[config.mk]
export PLATFORM = sky130hd
export DESIGN_NAME = zn_edge_monitor
export DESIGN_NICKNAME = d
export VERILOG_FILES = /design/src/rtl/zn_mon_pkg.sv /design/src/rtl/zn_sync.sv /design/src/rtl/zn_edge_monitor.sv
export SDC_FILE = /design/constraint.sdc
export NUM_CORES = 1
export LEC_CHECK = 0
export CAP_MARGIN = 5
export CORE_MARGIN = 5
export CORE_UTILIZATION = 50
export CTS_CLUSTER_DIAMETER = 200
export DETAILED_ROUTE_END_ITERATION = 8
export HOLD_SLACK_MARGIN = 0.02
export PLACE_DENSITY = 0.8
export SLEW_MARGIN = 40
export SYNTH_ARGS = -nofsm -noshare
export SYNTH_HDL_FRONTEND = slang
export SYNTH_SLANG_ARGS = --single-unit
[constraint.sdc]
create_clock -name clk -period 2.96 [get_ports clk]
set_clock_uncertainty 0.2 [all_clocks]
set_input_delay 0.296 -clock clk [delete_from_list [all_inputs] [get_ports clk]]
set_output_delay 0.296 -clock clk [all_outputs]
set_load 0.05 [all_outputs]
[src/rtl/zn_mon_pkg.sv]
// Shared types and helpers for the zn edge monitor.
// Counter widths up to 32 bits are supported by sat_inc.
package zn_mon_pkg;

    typedef enum logic [1:0] {
        IDLE       = 2'd0,
        TRACK_LOW  = 2'd1,
        TRACK_HIGH = 2'd2
    } zn_mon_state_t;

    localparam int ZN_MON_CNT_W_DEF = 16;

    // Increment v, holding at the all-ones value of a w-bit counter.
    function automatic logic [31:0] sat_inc(input logic [31:0] v, input int unsigned w);
        logic [31:0] max_v;
        max_v = (32'd1 << w) - 32'd1;
        return (v >= max_v) ? max_v : v + 32'd1;
    endfunction

endpackage

[src/rtl/zn_sync.sv]
// Multi-flop synchronizer bringing the asynchronous zn level into the clk domain.
// SYNC_STAGES must be in 2..4.
module zn_sync #(
    parameter int SYNC_STAGES = 2
) (
    input  logic clk,
    input  logic rst_n,
    input  logic d,
    output logic q
);

    logic [SYNC_STAGES-1:0] stg;

    always_ff @(posedge clk) begin
        if (!rst_n) begin
            stg <= '0;
        end else begin
            stg <= {stg[SYNC_STAGES-2:0], d};
        end
    end

    assign q = stg[SYNC_STAGES-1];

endmodule

[src/rtl/zn_edge_monitor.sv]
// Edge monitor for the inverter output zn: synchronizes zn, detects edges, keeps saturating
// edge counters and run lengths. ZN_EDGE_MONITOR_GLITCH_FILTER_EN adds a two-sample filter.
module zn_edge_monitor
    import zn_mon_pkg::*;
#(
    parameter int SYNC_STAGES = 2,
    parameter int CNT_W       = ZN_MON_CNT_W_DEF
) (
    input  logic             clk,
    input  logic             rst_n,
    input  logic             zn,
    input  logic             clr,
    output logic             level,
    output logic             level_valid,
    output logic             rise_pulse,
    output logic             fall_pulse,
    output logic [CNT_W-1:0] rise_cnt,
    output logic [CNT_W-1:0] fall_cnt,
    output logic [CNT_W-1:0] run_len,
    output logic [CNT_W-1:0] last_run,
    output logic             last_run_valid,
    output logic [1:0]       state_dbg
);

    // Pulse semantics: rise_pulse, fall_pulse and last_run_valid are single-cycle qualifiers
    // with no back-pressure; the counts and last_run they accompany are valid in that cycle.

    zn_mon_state_t state, state_nxt;
    logic s;
    logic chg;

    logic             level_d, level_valid_d, rise_pulse_d, fall_pulse_d, last_run_valid_d;
    logic [CNT_W-1:0] rise_cnt_d, fall_cnt_d, run_len_d, last_run_d;

    zn_sync #(.SYNC_STAGES(SYNC_STAGES)) u_sync (
        .clk   (clk),
        .rst_n (rst_n),
        .d     (zn),
        .q     (s)
    );

`ifdef ZN_EDGE_MONITOR_GLITCH_FILTER_EN
    logic f;

    always_ff @(posedge clk) begin
        if (!rst_n) begin
            f <= 1'b0;
        end else begin
            f <= s;
        end
    end

    // Only a level seen on two consecutive samples counts as a change.
    assign chg = (s == f) && (s != level);
`else
    assign chg = (s != level);
`endif

    always_ff @(posedge clk) begin
        if (!rst_n) begin
            state <= IDLE;
        end else begin
            state <= state_nxt;
        end
    end

    always_comb begin
        state_nxt = state;
        if (clr) begin
            state_nxt = IDLE;
        end else begin
            case (state)
                IDLE:                  state_nxt = s ? TRACK_HIGH : TRACK_LOW;
                TRACK_LOW, TRACK_HIGH: if (chg) state_nxt = s ? TRACK_HIGH : TRACK_LOW;
                default:               state_nxt = IDLE;
            endcase
        end
    end

    always_comb begin
        level_d          = level;
        level_valid_d    = level_valid;
        rise_pulse_d     = 1'b0;
        fall_pulse_d     = 1'b0;
        last_run_valid_d = 1'b0;
        rise_cnt_d       = rise_cnt;
        fall_cnt_d       = fall_cnt;
        run_len_d        = run_len;
        last_run_d       = last_run;
        // clr wins over an edge arriving in the same cycle: nothing is pulsed or counted.
        if (clr) begin
            level_valid_d = 1'b0;
            rise_cnt_d    = '0;
            fall_cnt_d    = '0;
            run_len_d     = '0;
            last_run_d    = '0;
        end else begin
            case (state)
                IDLE: begin
                    level_d       = s;
                    level_valid_d = 1'b1;
                    run_len_d     = CNT_W'(1);
                end
                TRACK_LOW, TRACK_HIGH: begin
                    if (chg) begin
                        level_d          = s;
                        rise_pulse_d     = s;
                        fall_pulse_d     = ~s;
                        if (s) begin
                            rise_cnt_d = CNT_W'(sat_inc(32'(rise_cnt), CNT_W));
                        end else begin
                            fall_cnt_d = CNT_W'(sat_inc(32'(fall_cnt), CNT_W));
                        end
                        last_run_d       = run_len;
                        last_run_valid_d = 1'b1;
                        run_len_d        = CNT_W'(1);
                    end else begin
                        run_len_d = CNT_W'(sat_inc(32'(run_len), CNT_W));
                    end
                end
                default: ;
            endcase
        end
    end

    always_ff @(posedge clk) begin
        if (!rst_n) begin
            level          <= 1'b0;
            level_valid    <= 1'b0;
            rise_pulse     <= 1'b0;
            fall_pulse     <= 1'b0;
            last_run_valid <= 1'b0;
            rise_cnt       <= '0;
            fall_cnt       <= '0;
            run_len        <= '0;
            last_run       <= '0;
        end else begin
            level          <= level_d;
            level_valid    <= level_valid_d;
            rise_pulse     <= rise_pulse_d;
            fall_pulse     <= fall_pulse_d;
            last_run_valid <= last_run_valid_d;
            rise_cnt       <= rise_cnt_d;
            fall_cnt       <= fall_cnt_d;
            run_len        <= run_len_d;
            last_run       <= last_run_d;
        end
    end

    assign state_dbg = state;

endmodule

==> results.txt, run 1 <==
----------------------------------------------------
[Yosys]
  Net count after synthesis ... 400
  Most instantiated cells after synthesis ... sky130_fd_sc_hd__dfxtp_1, sky130_fd_sc_hd__nand2_1, sky130_fd_sc_hd__a21oi_1
  Area share of the largest cell type after synthesis ... 44.6%
  Synthesized instance count ... 390
  Sequential element share of the synthesized area ... 44.6%
  Number of enable flip-flop cells after synthesis ... 0
  Synth cell types ... 50
  Prevailing post-synth register cell ... sky130_fd_sc_hd__dfxtp_1
  Synthesized area divided by synthesized cell count ... 8.40 µm²
  Synth area leaders ... sky130_fd_sc_hd__dfxtp_1, sky130_fd_sc_hd__a21oi_1, sky130_fd_sc_hd__nand2_1, sky130_fd_sc_hd__xnor2_1, sky130_fd_sc_hd__a31oi_1
  Synth Register Bits ... 73
  Yosys top cell by area ... sky130_fd_sc_hd__dfxtp_1
  Post-synthesis instance area ... 3280 µm²
  Proportion of synthesized flip-flops having asynchronous set or reset ... 0%
  Syn. warnings ... 0
  Cell with the most instances after synthesis ... sky130_fd_sc_hd__dfxtp_1

[Clocking]
  Gates resized, CTS repair ... 0
  Insertion delay to the later sink of the worst-skew pair ... 340 ps
  Clock slew at the register clock pins of the worst setup and hold paths ... 80 ps
  CTS tree ... done
  Deepest clock path buffer count ... 2
  Number of H-tree branching levels ... 3
  Buffers inserted during post-CTS setup optimization ... 0
  Clock root buffer ... sky130_fd_sc_hd__clkbuf_8
  Total number of clock tree sinks ... 73
  Hold_buf cts ... 0
  CTS Buf Count ... 9

[STA]
  Max-slew headroom at the worst pin ... 54.6%
  Ratio of final minimum period to clock period ... 88.0%
  Final count of negative-setup-slack endpoints ... 0
  Final-layout setup total negative slack ... 0 ps
  Number of hold violations in the final report ... 0
  Post-layout min period ... 2600 ps
  Count of final max-slew check failures ... 0
  Slew of the pin with the lowest slew margin ... 675 ps
  Highest Clock Rate ... 0.384 GHz
  Unrepaired setup endpoints after global routing ... false

[GRT]
  Total routing resource utilization after global routing ... 20.0%
  Global-route wire length before repair ... 14000 µm
  Leftover overflow at the end of global routing ... 0
  Pin count of the biggest net entering global routing ... 26
  Via count of the first global-routing pass ... 2952
  Antenna violations before repair ... 0

[Power and ir drop]
  Pwr per Cell Area ... 440 nW/µm²
  Total leakage power ... 0.00133 µW
  IR Drop Worst-Case VDD ... 0.000258 V

[Floorplanning]
  Die Width ... 91.0 µm
  Die ar. ... 8270 µm²
  Core region area ... 6350 µm²
  Standard-cell row count ... 29
  Ports ... 75
  Height of the chip ... 91.0 µm
  Initial cell density of the core ... 51.6%

[Critical path]
  CP Data Required Time ... 3030 ps
  Worst setup path class ... reg2reg
  Arrival time of data at the critical path endpoint ... 2680 ps
  Crit-path max cell delay ... 440 ps
  Launching element type of the critical path ... register
  Setup crit end kind ... register
  Worst path slowest cell ... sky130_fd_sc_hd__dfxtp_1
  CP Cell Sequence ... inv_1 -> ha_1 -> nand4b_1 -> nor2_2 -> nand3_1 -> a21oi_1
  Maximum fanout along the worst path ... 11

[Route]
  Wirelength, routed ... 8350 µm
  Via count ... 3227
  Per-cell routed wire length ... 15.3 µm
  Vias/cell ... 5.92
  Residual DRC count ... 0
  Starting DRT DRC Count ... 162
  Drt pass-1 iters ... 4
  Antenna Nets Post-Route ... 0

[Placement]
  Sum of net half-perimeters after detailed placement ... 5850 µm
  # port buffers ... 74
  Placed Instance Area ... 4080 µm²
  Cell Count Post-Placement ... 529
  Routability Congestion ... 0.818

[Finish]
  Ant diodes ... 0
  Fin cells ... 545
  Utilization after layout ... 67.7%
  Layout overhead on the synthesized area ... 31.1%
  Post-route cell area ... 4300 µm²
  Number of nets in the finished design ... 473
  Number of fillers in the final layout ... 529
  Fraction of layout cells with a size suffix above 1 ... 6.84%

[Run status]
  Run status ... finished clean

[Run]
  Number of max-capacitance violations reported ... 0

[Hold path]
  Class of the tightest hold or removal check ... reg2reg

----------------------------------------------------
## stage by stage
step / hold WS (ps) / setup slack (ps) / power [µW]
2_1_floorplan: 212 / 569 / 1070
3_3_place_gp: 231 / 535 / 1090
3_5_place_dp: 247 / 389 / 1090
4_1_cts: 257 / 359 / 1900
5_1_grt: 287 / 134 / 1950
6_report: 253 / 357 / 1890
## power by group
| part | switching, µW | internal [µW] |
|---|---|---|
| registers | 5.31 | 986 |
| clock network | 362 | 457 |
| logic | 53.8 | 25.5 |
## final timing paths
kind,startpoint,end,slack [ps],cells after the start
setup / recovery,u_sync.stg[1],rise_cnt[0],360,6
hold / removal,last_run[6],last_run[6],250,2
setup reg to reg,u_sync.stg[1],rise_cnt[0],360,6
hold reg to reg,last_run[6],last_run[6],250,2
## cells in the final DEF (no fill, tap or decap), types with 2 or more instances in the layout
cell type	count
sky130_fd_sc_hd__clkinvlp_4	2
sky130_fd_sc_hd__nor2b_1	3
sky130_fd_sc_hd__xor2_1	5
sky130_fd_sc_hd__and4_1	3
sky130_fd_sc_hd__a211oi_1	3
sky130_fd_sc_hd__a21oi_1	48
sky130_fd_sc_hd__and3_1	5
sky130_fd_sc_hd__nor3_1	17
sky130_fd_sc_hd__nand2b_1	2
sky130_fd_sc_hd__inv_1	10
sky130_fd_sc_hd__nand3_2	2
sky130_fd_sc_hd__ha_1	6
sky130_fd_sc_hd__nand3_1	15
sky130_fd_sc_hd__a41o_1	2
sky130_fd_sc_hd__nand2_1	55
sky130_fd_sc_hd__a31o_2	2
sky130_fd_sc_hd__a311oi_1	4
sky130_fd_sc_hd__dfxtp_1	73
sky130_fd_sc_hd__nand4_1	12
sky130_fd_sc_hd__o21ai_0	13
sky130_fd_sc_hd__buf_4	6
sky130_fd_sc_hd__o2111ai_1	2
sky130_fd_sc_hd__clkbuf_8	12
sky130_fd_sc_hd__and4b_1	2
sky130_fd_sc_hd__nor2_1	20
sky130_fd_sc_hd__nor3b_1	2
sky130_fd_sc_hd__a31oi_1	15
sky130_fd_sc_hd__o21a_1	2
sky130_fd_sc_hd__and2_1	5
sky130_fd_sc_hd__xnor2_1	12
sky130_fd_sc_hd__clkdlybuf4s50_1	74
sky130_fd_sc_hd__mux2i_1	3
sky130_fd_sc_hd__nor4_1	10
sky130_fd_sc_hd__nand3b_1	2
## critical path, delay by kind of cell, from the launching register on
| family | cells | cell delay [ps] |
|---|---|---|
| simple gates | 3 | 1080 |
| flops | 1 | 440 |
| fa+ha+maj | 1 | 420 |
| compound gates | 1 | 250 |
| buf+inv | 1 | 140 |
## state kept, by name, indices dropped and copies added, names as in the netlist
name / flops
fall_cnt: 16
fall_pulse: 1
last_run: 16
last_run_valid: 1
level: 1
level_valid: 1
rise_cnt: 16
rise_pulse: 1
run_len: 16
state_dbg: 2
u_sync.stg: 2
## layer usage
metal | share of wire [%] | up-vias | wire (µm) | GRT usage [%]
li1 | - | 1575 | - | -
met5 | 0 | - | 0 | 0
met4 | 2.4 | 0 | 204 | 9.90
met3 | 5.1 | 24 | 430 | 3.22
met1 | 45 | 1513 | 3760 | 26.6
met2 | 47 | 115 | 3960 | 31.4
## logic make-up (layout without fill, tap and decap cells)
group	Yosys count	after routing	synth area share (%)
AOI/OAI and AO/OA	98	98	17.8
buffers and inverters	28	106	3.59
DFF	73	73	44.6
adders and majority gates	6	6	2.29
muxes	3	3	0.916
and+or+nand+nor	165	165	26.3
xor gates and xnor gates	17	17	4.54
## area by class of cell
class	instances	area (µm²)	share of cell area, %
clock buffer	12	165	3.84
clock inverter	4	50.0	1.16
inverter	10	37.5	0.874
multi-input combinational	289	1700	39.6
sequential	73	1460	34.0
tap	77	96.3	2.24
timing repair buffer	80	786	18.3
Power figures use the tool's default switching activity.
==> run 2, diff against run 1 <==
--- a/config.mk
+++ b/config.mk
@@ -7,11 +7,12 @@
 export LEC_CHECK = 0
 export CAP_MARGIN = 5
 export CORE_MARGIN = 5
-export CORE_UTILIZATION = 50
+export CORE_UTILIZATION = 62
 export CTS_CLUSTER_DIAMETER = 200
 export DETAILED_ROUTE_END_ITERATION = 8
+export DONT_BUFFER_PORTS = 1
 export HOLD_SLACK_MARGIN = 0.02
-export PLACE_DENSITY = 0.8
+export PLACE_DENSITY = 0.78
 export SLEW_MARGIN = 40
 export SYNTH_ARGS = -nofsm -noshare
 export SYNTH_HDL_FRONTEND = slang
==> run 2 against run 1 <==
Compared with the run above: total power decreased by 1.4%; die area decreased by 17%; first-iteration DRC count increased by 75%; highest routed layer unchanged; via count decreased by 2.1%; critical path type unchanged; fmax decreased by 1.3%.
==> results.txt, run 2 (synthesized netlist as in run 1, its figures left out) <==
----------------------------------------------------
[Clocking]
  Total number of clock tree sinks ... 73
  CTS tree ... done
  CTS Buf Count ... 9
  Gates resized, CTS repair ... 0
  Buffers inserted during post-CTS setup optimization ... 0
  Clock root buffer ... sky130_fd_sc_hd__clkbuf_8
  Number of H-tree branching levels ... 3
  Clock slew at the register clock pins of the worst setup and hold paths ... 80 ps
  Insertion delay to the later sink of the worst-skew pair ... 350 ps
  Deepest clock path buffer count ... 2
  Hold_buf cts ... 3

[Finish]
  Most used cells in the layout excluding fill and tap cells ... sky130_fd_sc_hd__dfxtp_1, sky130_fd_sc_hd__nand2_1, sky130_fd_sc_hd__buf_4
  Number of nets in the finished design ... 448
  Area taken by flip-flops and latches ... 1460 µm²
  Ant diodes ... 0
  Combined area of the multi-input logic cells ... 1700 µm²
  Most common cell after layout, fill and taps aside ... sky130_fd_sc_hd__dfxtp_1
  Fin cells ... 513
  Layout overhead on the synthesized area ... 19.4%
  Number of fillers in the final layout ... 395
  Fraction of layout cells with a size suffix above 1 ... 17.4%

[Power and ir drop]
  Clock share of power ... 42.8%
  Sequential power share ... 53.3%
  Total leakage power ... 0.00134 µW
  Internal portion of total power ... 1440 µW
  Power share of the combinational group ... 3.9%
  IR Drop Worst-Case VDD ... 0.000424 V
  Total power draw ... 1860 µW
  Switching part of the total power ... 22.5%
  Switching power ... 420 µW
  Pwr per Cell Area ... 476 nW/µm²

[Critical path]
  CP Cell Sequence ... inv_1 -> ha_1 -> nand4b_1 -> nor2_2 -> nand3_1 -> a21oi_1
  Setup crit end kind ... register
  Arrival time of data at the critical path endpoint ... 2710 ps
  Maximum fanout along the worst path ... 11
  Worst setup path class ... reg2reg
  Worst path slowest cell ... sky130_fd_sc_hd__dfxtp_1
  Setup slack on the worst flop-to-flop path ... 320 ps
  Crit-path max cell delay ... 440 ps
  Launching element type of the critical path ... register
  CP Data Required Time ... 3030 ps

[Floorplanning]
  Core region area ... 5110 µm²
  Die Width ... 82.7 µm
  Ports ... 75
  Height of the chip ... 82.7 µm
  Initial cell density of the core ... 64.2%
  Die ar. ... 6840 µm²
  Standard-cell row count ... 26

[STA]
  Count of final max-slew check failures ... 0
  Unrepaired setup endpoints after global routing ... false
  Number of hold violations in the final report ... 0
  Highest Clock Rate ... 0.379 GHz
  Final-layout setup total negative slack ... 0 ps
  Ratio of final minimum period to clock period ... 89.1%
  Max-slew headroom at the worst pin ... 51.1%
  Post-layout min period ... 2640 ps
  Slew of the pin with the lowest slew margin ... 727 ps
  Final count of negative-setup-slack endpoints ... 0

[GRT]
  Via count of the first global-routing pass ... 2922
  Antenna violations before repair ... 0
  Pin count of the biggest net entering global routing ... 52
  Global-route wire length before repair ... 14200 µm
  Leftover overflow at the end of global routing ... 0
  Total routing resource utilization after global routing ... 27.0%

[Route]
  Wirelength, routed ... 8740 µm
  Via count ... 3159
  Starting DRT DRC Count ... 283
  Vias/cell ... 6.16
  Drt pass-1 iters ... 4
  Residual DRC count ... 0
  Antenna Nets Post-Route ... 0
  Per-cell routed wire length ... 17.0 µm

[Placement]
  Routability Congestion ... 0.857
  Sum of net half-perimeters after detailed placement ... 5890 µm
  Cell Count Post-Placement ... 494
  # port buffers ... 0

[Hold path]
  Class of the tightest hold or removal check ... in2reg

[Run status]
  Run status ... finished clean

[Run]
  Number of max-capacitance violations reported ... 0

----------------------------------------------------
## run 2: final timing paths
path	cells after the start	from	end
hold / removal	2	clr	last_run[8]
setup reg to reg	6	u_sync.stg[1]	rise_cnt[4]
hold reg to reg	1	u_sync.stg[0]	u_sync.stg[1]
setup / recovery	6	u_sync.stg[1]	rise_cnt[4]
## run 2: layer usage
metal | global-route usage, % | up-vias | share of wire [%]
li1 | - | 1512 | -
met1 | 35.8 | 1488 | 44
met2 | 41.6 | 145 | 45
met3 | 9.11 | 14 | 10
met4 | 7.84 | 0 | 1.2
met5 | 0 | - | 0
## run 2: worst max-delay path: cells and delay by family, from the launching register on
family                     cells  cell delay, ps
AOI/OAI and AO/OA              1             270
adders and majority gates      1             410
buffers and inverters          1             120
DFF                            1             440
and+or+nand+nor                3            1120
## run 2: cell type report
| class | count | share of cell area (%) |
|---|---|---|
| clock buffer | 12 | 3.96 |
| clock inverter | 4 | 1.31 |
| inverter | 10 | 0.959 |
| multi-input combinational | 289 | 43.4 |
| sequential | 73 | 37.3 |
| tap | 70 | 2.24 |
| timing repair buffer | 55 | 10.7 |
## run 2: per-stage QoR
stage,util [%],hold WS (ps),worst slack (ps),area [µm²]
global placement,72.0,224,564,3680
floorplan,-,212,569,3280
finish,76.6,40.3,322,3910
global route,76.6,27.4,135,3910
detailed placement,72.0,222,404,3680
CTS,76.6,27.0,384,3910
## run 2: power by group through the flow
stage	Clock, µW	Sequential [µW]	Combinational (µW)
after global placement	0	1020	66.5
final	796	994	72.9
after detailed placement	0	1020	67.6
after CTS	802	994	71.5
after global routing	858	994	79.1
after floorplan	0	1030	39.7
==> run 3, diff against run 2 <==
--- a/config.mk
+++ b/config.mk
@@ -6,7 +6,7 @@
 export NUM_CORES = 1
 export LEC_CHECK = 0
 export CAP_MARGIN = 5
-export CORE_MARGIN = 5
+export CORE_MARGIN = 2
 export CORE_UTILIZATION = 62
 export CTS_CLUSTER_DIAMETER = 200
 export DETAILED_ROUTE_END_ITERATION = 8
==> run 3 against run 2 <==
Compared with the run above: sequential cell count unchanged; largest cell class unchanged; non-clock buffer count down 1; critical path depth unchanged; die area down 14%; critical path type unchanged; sequential share of layout area up 0.060 points.
==> results.txt, run 3 (synthesized netlist as in run 1, its figures left out) <==
----------------------------------------------------
[Run status]
  Run status ... finished clean

[Power and ir drop]
  Power share of the combinational group ... 3.8%
  Pwr per Cell Area ... 480 nW/µm²
  Sequential power share ... 52.9%
  Switching part of the total power ... 21.9%
  Clock share of power ... 43.3%
  Total leakage power ... 0.00134 µW
  IR Drop Worst-Case VDD ... 0.000352 V
  Internal portion of total power ... 1470 µW
  Switching power ... 412 µW

[Floorplanning]
  Die Width ... 76.7 µm
  Height of the chip ... 76.7 µm
  Die ar. ... 5880 µm²
  Core region area ... 5110 µm²
  Initial cell density of the core ... 64.2%
  Ports ... 75
  Standard-cell row count ... 26

[GRT]
  Antenna violations before repair ... 0
  Pin count of the biggest net entering global routing ... 34
  Leftover overflow at the end of global routing ... 0
  Total routing resource utilization after global routing ... 28.7%
  Global-route wire length before repair ... 13600 µm
  Via count of the first global-routing pass ... 2853

[STA]
  Final count of negative-setup-slack endpoints ... 0
  Final-layout setup total negative slack ... 0 ps
  Post-layout min period ... 2620 ps
  Max-slew headroom at the worst pin ... 56.7%
  Slew of the pin with the lowest slew margin ... 643 ps
  Number of hold violations in the final report ... 0
  Unrepaired setup endpoints after global routing ... false
  Ratio of final minimum period to clock period ... 88.6%
  Count of final max-slew check failures ... 0
  WHS ... 102 ps
  Highest Clock Rate ... 0.381 GHz

[Finish]
  Fraction of layout cells with a size suffix above 1 ... 17.0%
  Number of nets in the finished design ... 447
  Fin cells ... 512
  Layout overhead on the synthesized area ... 19.2%
  Most common cell after layout, fill and taps aside ... sky130_fd_sc_hd__dfxtp_1
  Post-route cell area ... 3910 µm²
  Ant diodes ... 0
  Number of fillers in the final layout ... 391
  Most used cells in the layout excluding fill and tap cells ... sky130_fd_sc_hd__dfxtp_1, sky130_fd_sc_hd__nand2_1, sky130_fd_sc_hd__buf_4

[Route]
  Drt pass-1 iters ... 5
  Starting DRT DRC Count ... 292
  Vias/cell ... 6.14
  Per-cell routed wire length ... 15.8 µm
  Antenna Nets Post-Route ... 0
  Residual DRC count ... 0
  Via count ... 3144
  Wirelength, routed ... 8070 µm

[Clocking]
  Total number of clock tree sinks ... 73
  Number of H-tree branching levels ... 3
  Deepest clock path buffer count ... 2
  Clock slew at the register clock pins of the worst setup and hold paths ... 70 ps
  Clock root buffer ... sky130_fd_sc_hd__clkbuf_8
  CTS Buf Count ... 9
  Insertion delay to the later sink of the worst-skew pair ... 350 ps
  CTS tree ... done
  Gates resized, CTS repair ... 0

[Critical path]
  Setup crit end kind ... register
  Worst setup path class ... reg2reg
  Launching element type of the critical path ... register
  R2R depth ... 6
  CP Data Required Time ... 3030 ps
  Arrival time of data at the critical path endpoint ... 2700 ps
  Maximum fanout along the worst path ... 11

[Placement]
  # port buffers ... 0
  Cell Count Post-Placement ... 493
  Sum of net half-perimeters after detailed placement ... 5490 µm
  Placed Instance Area ... 3670 µm²
  Routability Congestion ... 0.850

[Hold path]
  Class of the tightest hold or removal check ... in2reg
  Hold path depth ... 4

[Run]
  Number of max-capacitance violations reported ... 0

----------------------------------------------------
## run 3: cell count changes in the layout (fill, tap and decap cells not counted)
cell,delta
sky130_fd_sc_hd__clkbuf_8,+1
sky130_fd_sc_hd__clkbuf_1,+1
sky130_fd_sc_hd__buf_4,-1
sky130_fd_sc_hd__clkinvlp_4,-1
sky130_fd_sc_hd__clkinv_4,-1
## run 3: per-layer routing
layer  wire length (µm)  GRT usage (%)  vias to the layer above
met1               3620           39.3                     1472
met4                165           13.6                        0
met3                672           7.41                       15
met5                  0              0                        -
li1                   -              -                     1523
met2               3610           42.2                      134
## run 3: worst max-delay path, stage by stage, from the launching register on
cell and delay, ps:
sky130_fd_sc_hd__dfxtp_1 430, sky130_fd_sc_hd__inv_1 120, sky130_fd_sc_hd__ha_1 400, sky130_fd_sc_hd__nand4b_1 380, sky130_fd_sc_hd__nor2_2 380, sky130_fd_sc_hd__nand3_1 390
sky130_fd_sc_hd__a21oi_1 250
## run 3: final cells by class
cell class	instances	area (µm²)	share of cell area [%]
Timing Repair Buffer	54	413	10.6
Clock buffer	14	173	4.42
Multi-Input combinational cell	289	1700	43.5
Sequential cell	73	1460	37.4
Inverter	10	37.5	0.961
Clock inverter	2	35.0	0.897
Tap cell	70	87.6	2.24
## run 3: per-stage QoR
stage	power, µW	util (%)	setup WS [ps]
after floorplan	1070	-	569
after CTS	1880	76.5	368
after detailed placement	1080	71.9	435
after global routing	1930	76.5	81.4
after global placement	1080	71.9	574
final	1880	76.5	337
## run 3: repair_timing
item	CTS	global route
endpoints found under the hold margin	3	0
buffers inserted	0	0
endpoints found under the setup margin	0	0
hold buffers	3	0
## run 3: path summary, 6_finish.rpt
path / end / from / slack (ps)
hold reg to reg: u_sync.stg[1] / u_sync.stg[0] / 250
hold / removal: run_len[0] / clr / 100
setup / recovery: rise_cnt[9] / u_sync.stg[1] / 340
setup reg to reg: rise_cnt[9] / u_sync.stg[1] / 340
## run 3: power by group through the flow
| stage | sequential (µW) | combinational (µW) | clock [µW] |
|---|---|---|---|
| after floorplan | 1030 | 39.7 | 0 |
| after global placement | 1020 | 66.1 | 0 |
| after detailed placement | 1020 | 67.0 | 0 |
| after CTS | 994 | 70.6 | 817 |
| after global routing | 994 | 77.6 | 863 |
| final | 994 | 70.9 | 813 |
